==> src/rtl/hsv_pkg.sv <==
// Shared constants for the HSV adjust controller: register map,
// control-word bit positions, sideband layout and controller states.
package hsv_pkg;

  localparam logic [1:0] ADDR_HUE  = 2'd0;
  localparam logic [1:0] ADDR_SAT  = 2'd1;
  localparam logic [1:0] ADDR_VAL  = 2'd2;
  localparam logic [1:0] ADDR_CTRL = 2'd3;

  localparam int CTRL_EN     = 0;
  localparam int CTRL_COMMIT = 1;

  localparam int USER_SOF = 0;

  typedef enum logic {
    RUN  = 1'b0,
    PEND = 1'b1
  } ctrl_state_e;

endpackage

==> src/rtl/hsv_gain_sat.sv <==
// One gain lane: stage 0 registers the full-width product, stage 1
// registers the fixed-point shift and clamp to the component range.
module hsv_gain_sat #(
  parameter int HSV_DEPTH  = 8,
  parameter int GAIN_WIDTH = 8,
  parameter int GAIN_FRAC  = 6
) (
  input  logic                  clk,
  input  logic                  reset,
  input  logic                  ld_p0_i,
  input  logic                  ld_p1_i,
  input  logic [HSV_DEPTH-1:0]  comp_i,
  input  logic [GAIN_WIDTH-1:0] gain_i,
  output logic [HSV_DEPTH-1:0]  comp_o
);

  localparam int PROD_W = HSV_DEPTH + GAIN_WIDTH;

  logic [PROD_W-1:0]    prod_p0;
  logic [HSV_DEPTH-1:0] res_p1;

  // Drop the fractional bits, then clamp anything above full scale.
  function automatic logic [HSV_DEPTH-1:0] shift_sat(input logic [PROD_W-1:0] prod);
    logic [PROD_W-1:0] shifted;
    shifted = prod >> GAIN_FRAC;
    if (|shifted[PROD_W-1:HSV_DEPTH])
      return '1;
    else
      return shifted[HSV_DEPTH-1:0];
  endfunction

  // Stage 0: full-precision product, captured only for accepted beats.
  always_ff @(posedge clk) begin
    if (ld_p0_i)
      prod_p0 <= PROD_W'(comp_i) * PROD_W'(gain_i);
  end

  // Stage 1: shift and saturate; this register drives the block output.
  always_ff @(posedge clk) begin
    if (reset)
      res_p1 <= '0;
    else if (ld_p1_i)
      res_p1 <= shift_sat(prod_p0);
  end

  assign comp_o = res_p1;

endmodule

==> src/rtl/hsv_adjust_ctrl.sv <==
// Frame-synchronous HSV adjust: shadow/active settings committed on SOF,
// applied to the pixel stream through a 2-stage valid/ready pipeline.
module hsv_adjust_ctrl
  import hsv_pkg::*;
#(
  parameter int HSV_DEPTH  = 8,
  parameter int GAIN_WIDTH = 8,
  parameter int GAIN_FRAC  = 6
) (
  input  logic                   clk,
  input  logic                   reset,
  input  logic                   in_valid,
  input  logic [3*HSV_DEPTH-1:0] in_data,
  input  logic [7:0]             in_user,
  output logic                   out_valid,
  output logic [3*HSV_DEPTH-1:0] out_data,
  output logic [7:0]             out_user,
  input  logic                   in_ready,
  output logic                   out_ready,
  input  logic                   cfg_we,
  input  logic [1:0]             cfg_addr,
  input  logic [7:0]             cfg_wdata,
  output logic                   cfg_pending,
  output logic [15:0]            frame_cnt
);

  localparam logic [GAIN_WIDTH-1:0] GAIN_ONE = GAIN_WIDTH'(1 << GAIN_FRAC);

  // Settings: shadow (software view) and active (datapath view).
  logic [HSV_DEPTH-1:0]  hue_sh_q, hue_act_q;
  logic [GAIN_WIDTH-1:0] sat_sh_q, sat_act_q;
  logic [GAIN_WIDTH-1:0] val_sh_q, val_act_q;
  logic                  en_sh_q, en_act_q;

  ctrl_state_e state_q, state_d;
  logic [15:0] frame_cnt_q;

  // Pipeline control and data.
  logic                 vld_p0, vld_p1;
  logic [HSV_DEPTH-1:0] h_p0, h_p1;
  logic [7:0]           user_p0, user_p1;
  logic [HSV_DEPTH-1:0] s_p1, v_p1;

  logic running, accept, sof_acc, commit_now, commit_req, ld_p1;
  logic                  eff_en;
  logic [HSV_DEPTH-1:0]  eff_hue, hue_use, h_in;
  logic [GAIN_WIDTH-1:0] eff_sat, eff_val, sat_use, val_use;

  assign running    = in_ready | ~vld_p1;
  assign out_ready  = running;
  assign accept     = in_valid & running;
  assign sof_acc    = accept & in_user[USER_SOF];
  assign commit_now = (state_q == PEND) & sof_acc;
  assign commit_req = cfg_we & (cfg_addr == ADDR_CTRL) & cfg_wdata[CTRL_COMMIT];
  assign ld_p1      = running & vld_p0;

  // The committing SOF beat must already see the new settings, so it
  // bypasses the active registers that only update at this same edge.
  assign eff_en  = commit_now ? en_sh_q  : en_act_q;
  assign eff_hue = commit_now ? hue_sh_q : hue_act_q;
  assign eff_sat = commit_now ? sat_sh_q : sat_act_q;
  assign eff_val = commit_now ? val_sh_q : val_act_q;

  // Disabled means zero offset and unity gain: identical latency, and
  // (x * 1.0) >> GAIN_FRAC is exact, so data passes through unchanged.
  assign hue_use = eff_en ? eff_hue : '0;
  assign sat_use = eff_en ? eff_sat : GAIN_ONE;
  assign val_use = eff_en ? eff_val : GAIN_ONE;

  assign h_in = in_data[3*HSV_DEPTH-1 -: HSV_DEPTH];

  // Shadow registers: written directly by the config port.
  always_ff @(posedge clk) begin
    if (reset) begin
      hue_sh_q <= '0;
      sat_sh_q <= GAIN_ONE;
      val_sh_q <= GAIN_ONE;
      en_sh_q  <= 1'b0;
    end else if (cfg_we) begin
      case (cfg_addr)
        ADDR_HUE:  hue_sh_q <= HSV_DEPTH'(cfg_wdata);
        ADDR_SAT:  sat_sh_q <= GAIN_WIDTH'(cfg_wdata);
        ADDR_VAL:  val_sh_q <= GAIN_WIDTH'(cfg_wdata);
        default:   en_sh_q  <= cfg_wdata[CTRL_EN];
      endcase
    end
  end

  // Active registers: copied from pre-write shadow values on a committing SOF.
  always_ff @(posedge clk) begin
    if (reset) begin
      hue_act_q <= '0;
      sat_act_q <= GAIN_ONE;
      val_act_q <= GAIN_ONE;
      en_act_q  <= 1'b0;
    end else if (commit_now) begin
      hue_act_q <= hue_sh_q;
      sat_act_q <= sat_sh_q;
      val_act_q <= val_sh_q;
      en_act_q  <= en_sh_q;
    end
  end

  // Controller next state: a fresh request always wins over a same-cycle SOF.
  always_comb begin
    state_d = state_q;
    if (commit_req)
      state_d = PEND;
    else if (commit_now)
      state_d = RUN;
  end

  // Controller state and SOF counter.
  always_ff @(posedge clk) begin
    if (reset) begin
      state_q     <= RUN;
      frame_cnt_q <= '0;
    end else begin
      state_q <= state_d;
      if (sof_acc)
        frame_cnt_q <= frame_cnt_q + 16'd1;
    end
  end

  // ---- stage 0: hue add (multiply lives in the gain lanes) ----
  // Stage 0 valid advances whenever the pipe runs.
  always_ff @(posedge clk) begin
    if (reset)
      vld_p0 <= 1'b0;
    else if (running)
      vld_p0 <= in_valid;
  end

  // Stage 0 data loads only for accepted beats; bubbles keep old contents.
  always_ff @(posedge clk) begin
    if (accept) begin
      h_p0    <= h_in + hue_use;
      user_p0 <= in_user;
    end
  end

  // ---- stage 1: shift/saturate, output registers ----
  // Stage 1 valid advances whenever the pipe runs.
  always_ff @(posedge clk) begin
    if (reset)
      vld_p1 <= 1'b0;
    else if (running)
      vld_p1 <= vld_p0;
  end

  // Stage 1 hue and sideband, cleared on reset since they face the output.
  always_ff @(posedge clk) begin
    if (reset) begin
      h_p1    <= '0;
      user_p1 <= '0;
    end else if (ld_p1) begin
      h_p1    <= h_p0;
      user_p1 <= user_p0;
    end
  end

  hsv_gain_sat #(
    .HSV_DEPTH (HSV_DEPTH),
    .GAIN_WIDTH(GAIN_WIDTH),
    .GAIN_FRAC (GAIN_FRAC)
  ) u_sat (
    .clk    (clk),
    .reset  (reset),
    .ld_p0_i(accept),
    .ld_p1_i(ld_p1),
    .comp_i (in_data[2*HSV_DEPTH-1 -: HSV_DEPTH]),
    .gain_i (sat_use),
    .comp_o (s_p1)
  );

  hsv_gain_sat #(
    .HSV_DEPTH (HSV_DEPTH),
    .GAIN_WIDTH(GAIN_WIDTH),
    .GAIN_FRAC (GAIN_FRAC)
  ) u_val (
    .clk    (clk),
    .reset  (reset),
    .ld_p0_i(accept),
    .ld_p1_i(ld_p1),
    .comp_i (in_data[HSV_DEPTH-1:0]),
    .gain_i (val_use),
    .comp_o (v_p1)
  );

  assign out_valid   = vld_p1;
  assign out_data    = {h_p1, s_p1, v_p1};
  assign out_user    = user_p1;
  assign cfg_pending = (state_q == PEND);
  assign frame_cnt   = frame_cnt_q;

endmodule

==> config.mk <==
export PLATFORM = sky130hd
export DESIGN_NAME = hsv_adjust_ctrl
export DESIGN_NICKNAME = d
export VERILOG_FILES = /design/src/rtl/hsv_pkg.sv /design/src/rtl/hsv_gain_sat.sv /design/src/rtl/hsv_adjust_ctrl.sv
export SDC_FILE = /design/constraint.sdc
export NUM_CORES = 1
export LEC_CHECK = 0
export BUFFER_PORTS_ARGS = -buffer_cell sky130_fd_sc_hd__buf_4
export CORE_ASPECT_RATIO = 1.5
export CORE_MARGIN = 2
export CORE_UTILIZATION = 38
export DETAILED_ROUTE_END_ITERATION = 8
export PLACE_DENSITY = 0.67
export SYNTH_ARGS = -nofsm -noshare
export SYNTH_HDL_FRONTEND = slang
export SYNTH_SLANG_ARGS = --single-unit
==> constraint.sdc <==
create_clock -name clk -period 12.4 [get_ports clk]
set_input_delay 2.48 -clock clk [delete_from_list [all_inputs] [get_ports clk]]
set_output_delay 2.48 -clock clk [all_outputs]
set_load 0.005 [all_outputs]
# After elaboration in Yosys (flattened, before gate mapping)

Index checks and enable logic that the tools add are counted.

Add/sub/neg operators: 2
$mul: 2
Equality and inequality tests: 3
Multiplexer cells: 11
Bitwise operators: 9
Reductions and logical operators: 9

Operators with widths:

| operator                                                               | number |
|---|---|
| 8-bit two-way mux                                                      | 8 |
| 8-bit by 8-bit multiplier with 16-bit output                           | 2 |
| 16-bit by 1-bit adder with 16-bit output (second input constant)       | 1 |
| 8-bit adder                                                            | 1 |
| 2-bit AND reduction                                                    | 4 |
| 1-bit AND                                                              | 6 |
| 2-bit equality test (second input constant)                            | 2 |
| 2-bit OR reduction                                                     | 2 |
| 1-bit two-way mux                                                      | 3 |
| 3-bit OR reduction                                                     | 1 |
| 2-bit by 1-bit equality test with 1-bit output (second input constant) | 1 |
| 2-bit logical NOT                                                      | 1 |
| 1-bit NOT                                                              | 2 |
| 2-bit nonzero test                                                     | 1 |
| 1-bit OR                                                               | 1 |

Bits in registers: 149
Input port bits: 47
Output and inout bits: 51
Logic and storage cells: 56

# Depth between registers and ports, before layout

Depth after elaboration: 8
Mapped depth: 24
Mapped depth without buffers: 22

# Hierarchy

Synthesis repeated with hierarchy kept, for this count alone.

Cell total of the unflattened synthesis: 983
Area, all modules: 9380.2 sq um

By module, submodules not included:

| module                | times used | cells an instance | area each (sq um) | sequential area each (sq um) |
|---|---|---|---|---|
| hsv_adjust_ctrl       | 1          | 435               | 4108.9            | 2182.1 |
| hsv_gain_sat at u_sat | 1          | 277               | 2661.3            | 460.4 |
| hsv_gain_sat at u_val | 1          | 271               | 2610.0            | 460.4 |

# Worst setup path before layout

No wires, ideal clock.

Kind: in2reg
Start point: in in_ready
End point: reg u_sat.prod_p0[15] (data pin)
Library setup time: 0.264 ns
Arrival: 7.384 ns
Data required time: 12.136 ns
Path slack: 4.752 ns
Stages: 22
Path buffers: 2
Path through: nor2b_4 inv_2 and3_1 clkbuf_1 clkbuf_1 nand3_1 nand2_1 and2_1 fa_1 inv_1 fa_1 fa_1 fa_1 inv_1 ha_1 a21o_1 a21oi_1 inv_1 a2111oi_4 nor3_1 a2111oi_2 xnor2_1

Cells in the longest elaborated chain, start to end: 7
Elaborated cells on any way between the ends: 8
Classes of those cells: mul (1); mux (3); bitwise (4)

RTL lines:

| item                                                          | line                  | text |
|---|---|---|
| from (decl)                                                   | hsv_adjust_ctrl.sv:18 | `input logic in_ready,` |
| 1-bit OR *                                                    | hsv_adjust_ctrl.sv:49 | `assign running = in_ready \| ~vld_p1;` |
| via out_ready                                                 | hsv_adjust_ctrl.sv:19 | `output logic out_ready,` |
| 1-bit AND *                                                   | hsv_adjust_ctrl.sv:51 | `assign accept = in_valid & running;` |
| 1-bit AND *                                                   | hsv_adjust_ctrl.sv:52 | `assign sof_acc = accept & in_user[USER_SOF];` |
| 1-bit AND *                                                   | hsv_adjust_ctrl.sv:53 | `assign commit_now = (state_q == PEND) & sof_acc;` |
| 8-bit two-way mux / 1-bit two-way mux (equally long branches) | --                    |  |
| 8-bit two-way mux *                                           | hsv_adjust_ctrl.sv:67 | `assign sat_use = eff_en ? eff_sat : GAIN_ONE;` |
| 8-bit by 8-bit multiplier with 16-bit output *                | hsv_gain_sat.sv:35    | `prod_p0 <= PROD_W'(comp_i) * PROD_W'(gain_i);` |
| to (signal assigned)                                          | hsv_gain_sat.sv:35    |  |
| to (decl)                                                     | hsv_gain_sat.sv:19    | `logic [PROD_W-1:0] prod_p0;` |

The timed path passes the listed nets; every way through them passes the cells marked *.
A chain may end at the register's enable or synchronous reset.

# Worst setup path after layout

Start point: in in_ready
End point: reg u_val.prod_p0[15] (data pin)

Cells in the longest elaborated chain, start to end: 7
Elaborated cells on any way between the ends: 8
Classes of those cells: mul (1); mux (3); bitwise (4)

RTL lines:

| item                                                          | line                  | text |
|---|---|---|
| 1-bit OR *                                                    | hsv_adjust_ctrl.sv:49 |  |
| 1-bit AND *                                                   | hsv_adjust_ctrl.sv:51 |  |
| 1-bit AND *                                                   | hsv_adjust_ctrl.sv:52 |  |
| 1-bit AND *                                                   | hsv_adjust_ctrl.sv:53 |  |
| 8-bit two-way mux / 1-bit two-way mux (equally long branches) | --                    |  |
| 8-bit two-way mux *                                           | hsv_adjust_ctrl.sv:68 | `assign val_use = eff_en ? eff_val : GAIN_ONE;` |
| 8-bit by 8-bit multiplier with 16-bit output *                | hsv_gain_sat.sv:35    |  |
| to (signal assigned)                                          | hsv_gain_sat.sv:35    |  |
| to (decl)                                                     | hsv_gain_sat.sv:19    |  |

Every way passes the cells marked *; elsewhere a longest branch is shown, timed or not.

==> results.cfg <==
[detailed_routing]
vias_per_cell = 4.90
wl_um = 19800
via_count = 7091
post_drt_wl_per_cell_um = 13.7
ant_nets = 0
dr.pass1.iters = 5
first_iter_violations = 247
drc = 0

[sta]
finalMaxSlewViolations = 0
tightest_slew_ns = 1.15
period_needed_ns = 7.89
slew_headroom_pct = 22.9
rsz0062_at_grt = no
fmax_mhz = 127
hold_viol = 0
finalSetupViolations = 0
holdWs_ns = 0.454
finalSetupTns_ns = 0
skew_ns = 0.0105
worst_slack_ns = 4.51
post-route-period-util_pct = 63.6

[logic_synthesis]
syn_area_per_cell_um2 = 9.07
synth-edff-count = 36
synthTopCellsByArea = dfxtp_1 22%, fa_1 15%, edfxtp_1 12%
ys_seq_elements = 137
ys_types = 44
synth_warnings = 0
synthesis.nets = 1219
yosysSeqAreaShare_pct = 33.3
netlist_area_mm2 = 0.00931
synth_top_area_share_pct = 21.7
yosysTopAreaCell = dfxtp_1
synth_flop_cell = dfxtp_1
synthArstFlopShare_pct = 0
netlist_instances = 1027

[floorplan]
chipHeight_um = 196
fp-row-count = 70
fp.dieW_um = 132
dieArea_mm2 = 0.0258
pin_count = 98
core_mm2 = 0.0243
start_util_pct = 38.4

[global_route]
grtUsageMet3_pct = 2.58
busiest_layer = met2
use_met1_pct = 18.2
grt_max_degree = 102
grt_pass1_wl_um = 33700
first_global_vias = 7035
met2_usage_pct = 30.3
antenna_found_initial = 0
grt_overflow_total = 0
grt.total_usage_pct = 16.1

[setup_path]
worstPathRequired_ns = 12.56
cpPeakStageDelay_ns = 0.51
rrSetupSlack_ns = 6.31
timing_worst_setup_path_type = in -> reg
arrival_ns = 8.05
path_cells = buf_4, nor2b_4, inv_2, nand3_2, buf_4, nor3b_1, a31oi_1, nand2_1, fa_1, fa_1, inv_1, fa_1, inv_1, fa_1, inv_1, ha_1, a21o_1, a21oi_1, o21ai_1, a221o_1, a2111oi_0, nor3_1
worstSetupEndpointType = flip-flop
critPathMaxFanout = 56
cpMostUsedCell = fa_1
startpoint_type = input port
slowest_stage = fa_1

[run_status]
status = completed

[finish]
largest_reg_flops = 16
area_growth_pct = 17.9
layout.nets = 1301
antenna_cells = 0
mostFrequentLayoutCells = 158 x nand2_1, 105 x inv_1, 103 x buf_4
post-route-cell-area_mm2 = 0.0110
final_common_cell = nand2_1
drive_above_1_share_pct = 13.2

[placed_design]
dp_hpwl_um = 15300
portBuffers = 97
gp_congestion = 0.835
place_area_mm2 = 0.0103
dp_slack_ns = 4.09

[clock_network]
clk_pin_slew_ns = 0.06
h-tree-depth = 4
cts_tree = done
clkSinkCount = 137
post_cts_resized = 0
postCtsHoldBufs = 0
numCtsBuffers = 17
cts-root-buf = clkbuf_16
insertion_delay_ns = 0.42
cts_setup_buffers = 0
cts_buffer_depth = 2

[hold_path]
holdCritPathClass = reg -> reg

[pwr]
power_density_mw_per_mm2 = 102
power.leakage_nw = 5.10
peakVddDrop_mv = 0.0980
power_mw = 1.12

[job]
max_cap_viol_count = 0
-- metrics by stage --
stage	util, %	cells
floorplan	-	1027
global placement	42.6	1414
detailed placement	42.6	1414
CTS	45.2	1446
global route	45.2	1446
finish	45.2	1446
-- worst max-delay path, delay by kind of cell --
kind | cells | cell delay (ns)
AOI/OAI and AO/OA | 6 | 1.84
buffers and inverters | 6 | 0.78
and+or+nand+nor | 5 | 0.61
adders and majority gates | 5 | 2.27
-- where the power goes --
group | switching (mW) | internal (mW) | total (mW)
Sequential | 0.00942 | 0.477 | 0.487
Combinational | 0.0499 | 0.0389 | 0.0888
Clock | 0.206 | 0.341 | 0.547
-- cells by family (layout without fill, tap and decap cells) --
| group | Yosys count | in the layout | synth area share [%] |
|---|---|---|---|
| AO/OA/AOI/OAI | 105 | 105 | 7.02 |
| XOR/XNOR | 39 | 39 | 3.67 |
| adder cells (fa/ha/maj) | 145 | 145 | 25.2 |
| buffers and inverters | 146 | 241 | 5.93 |
| flip-flops | 137 | 137 | 33.3 |
| multiplexers | 18 | 18 | 1.94 |
| AND/OR/NAND/NOR | 437 | 437 | 22.9 |
-- path summary, 6_finish.rpt --
path,cells after the start,endpoint,startpoint
worst min register to register,2,hue_act_q[4],hue_act_q[4]
worst min-delay path,2,hue_act_q[4],hue_act_q[4]
worst max register to register,21,u_val.prod_p0[15],out_valid
worst max-delay path,22,u_val.prod_p0[15],in_ready
-- Yosys cell counts (all sizes together), types with 6 or more instances --
master    n
and2    100
buf      13
nor3     36
dfxtp   101
nand4     9
inv     106
nand3    48
xnor2    19
and4      6
o21ai    11
xor2     20
fa       71
a21oi    65
clkbuf   27
a21o     12
mux2i    18
nand2   158
edfxtp   36
nor2     58
ha       74
-- area by class of cell --
cell class | instances | area (µm²)
Sequential cell | 137 | 3100
Fill cell | 2342 | 13300
Multi-Input combinational cell | 744 | 5660
Clock inverter | 15 | 213
Timing Repair Buffer | 103 | 773
Inverter | 106 | 398
Clock buffer | 17 | 425
Tap cell | 324 | 405
-- layer usage --
| metal | part of all wire, % | up-vias |
|---|---|---|
| li1 | - | 3508 |
| met1 | 41 | 3432 |
| met2 | 54 | 125 |
| met3 | 3.5 | 26 |
| met4 | 2.0 | 0 |
| met5 | 0 | - |
(Power assumes the default switching activity.)
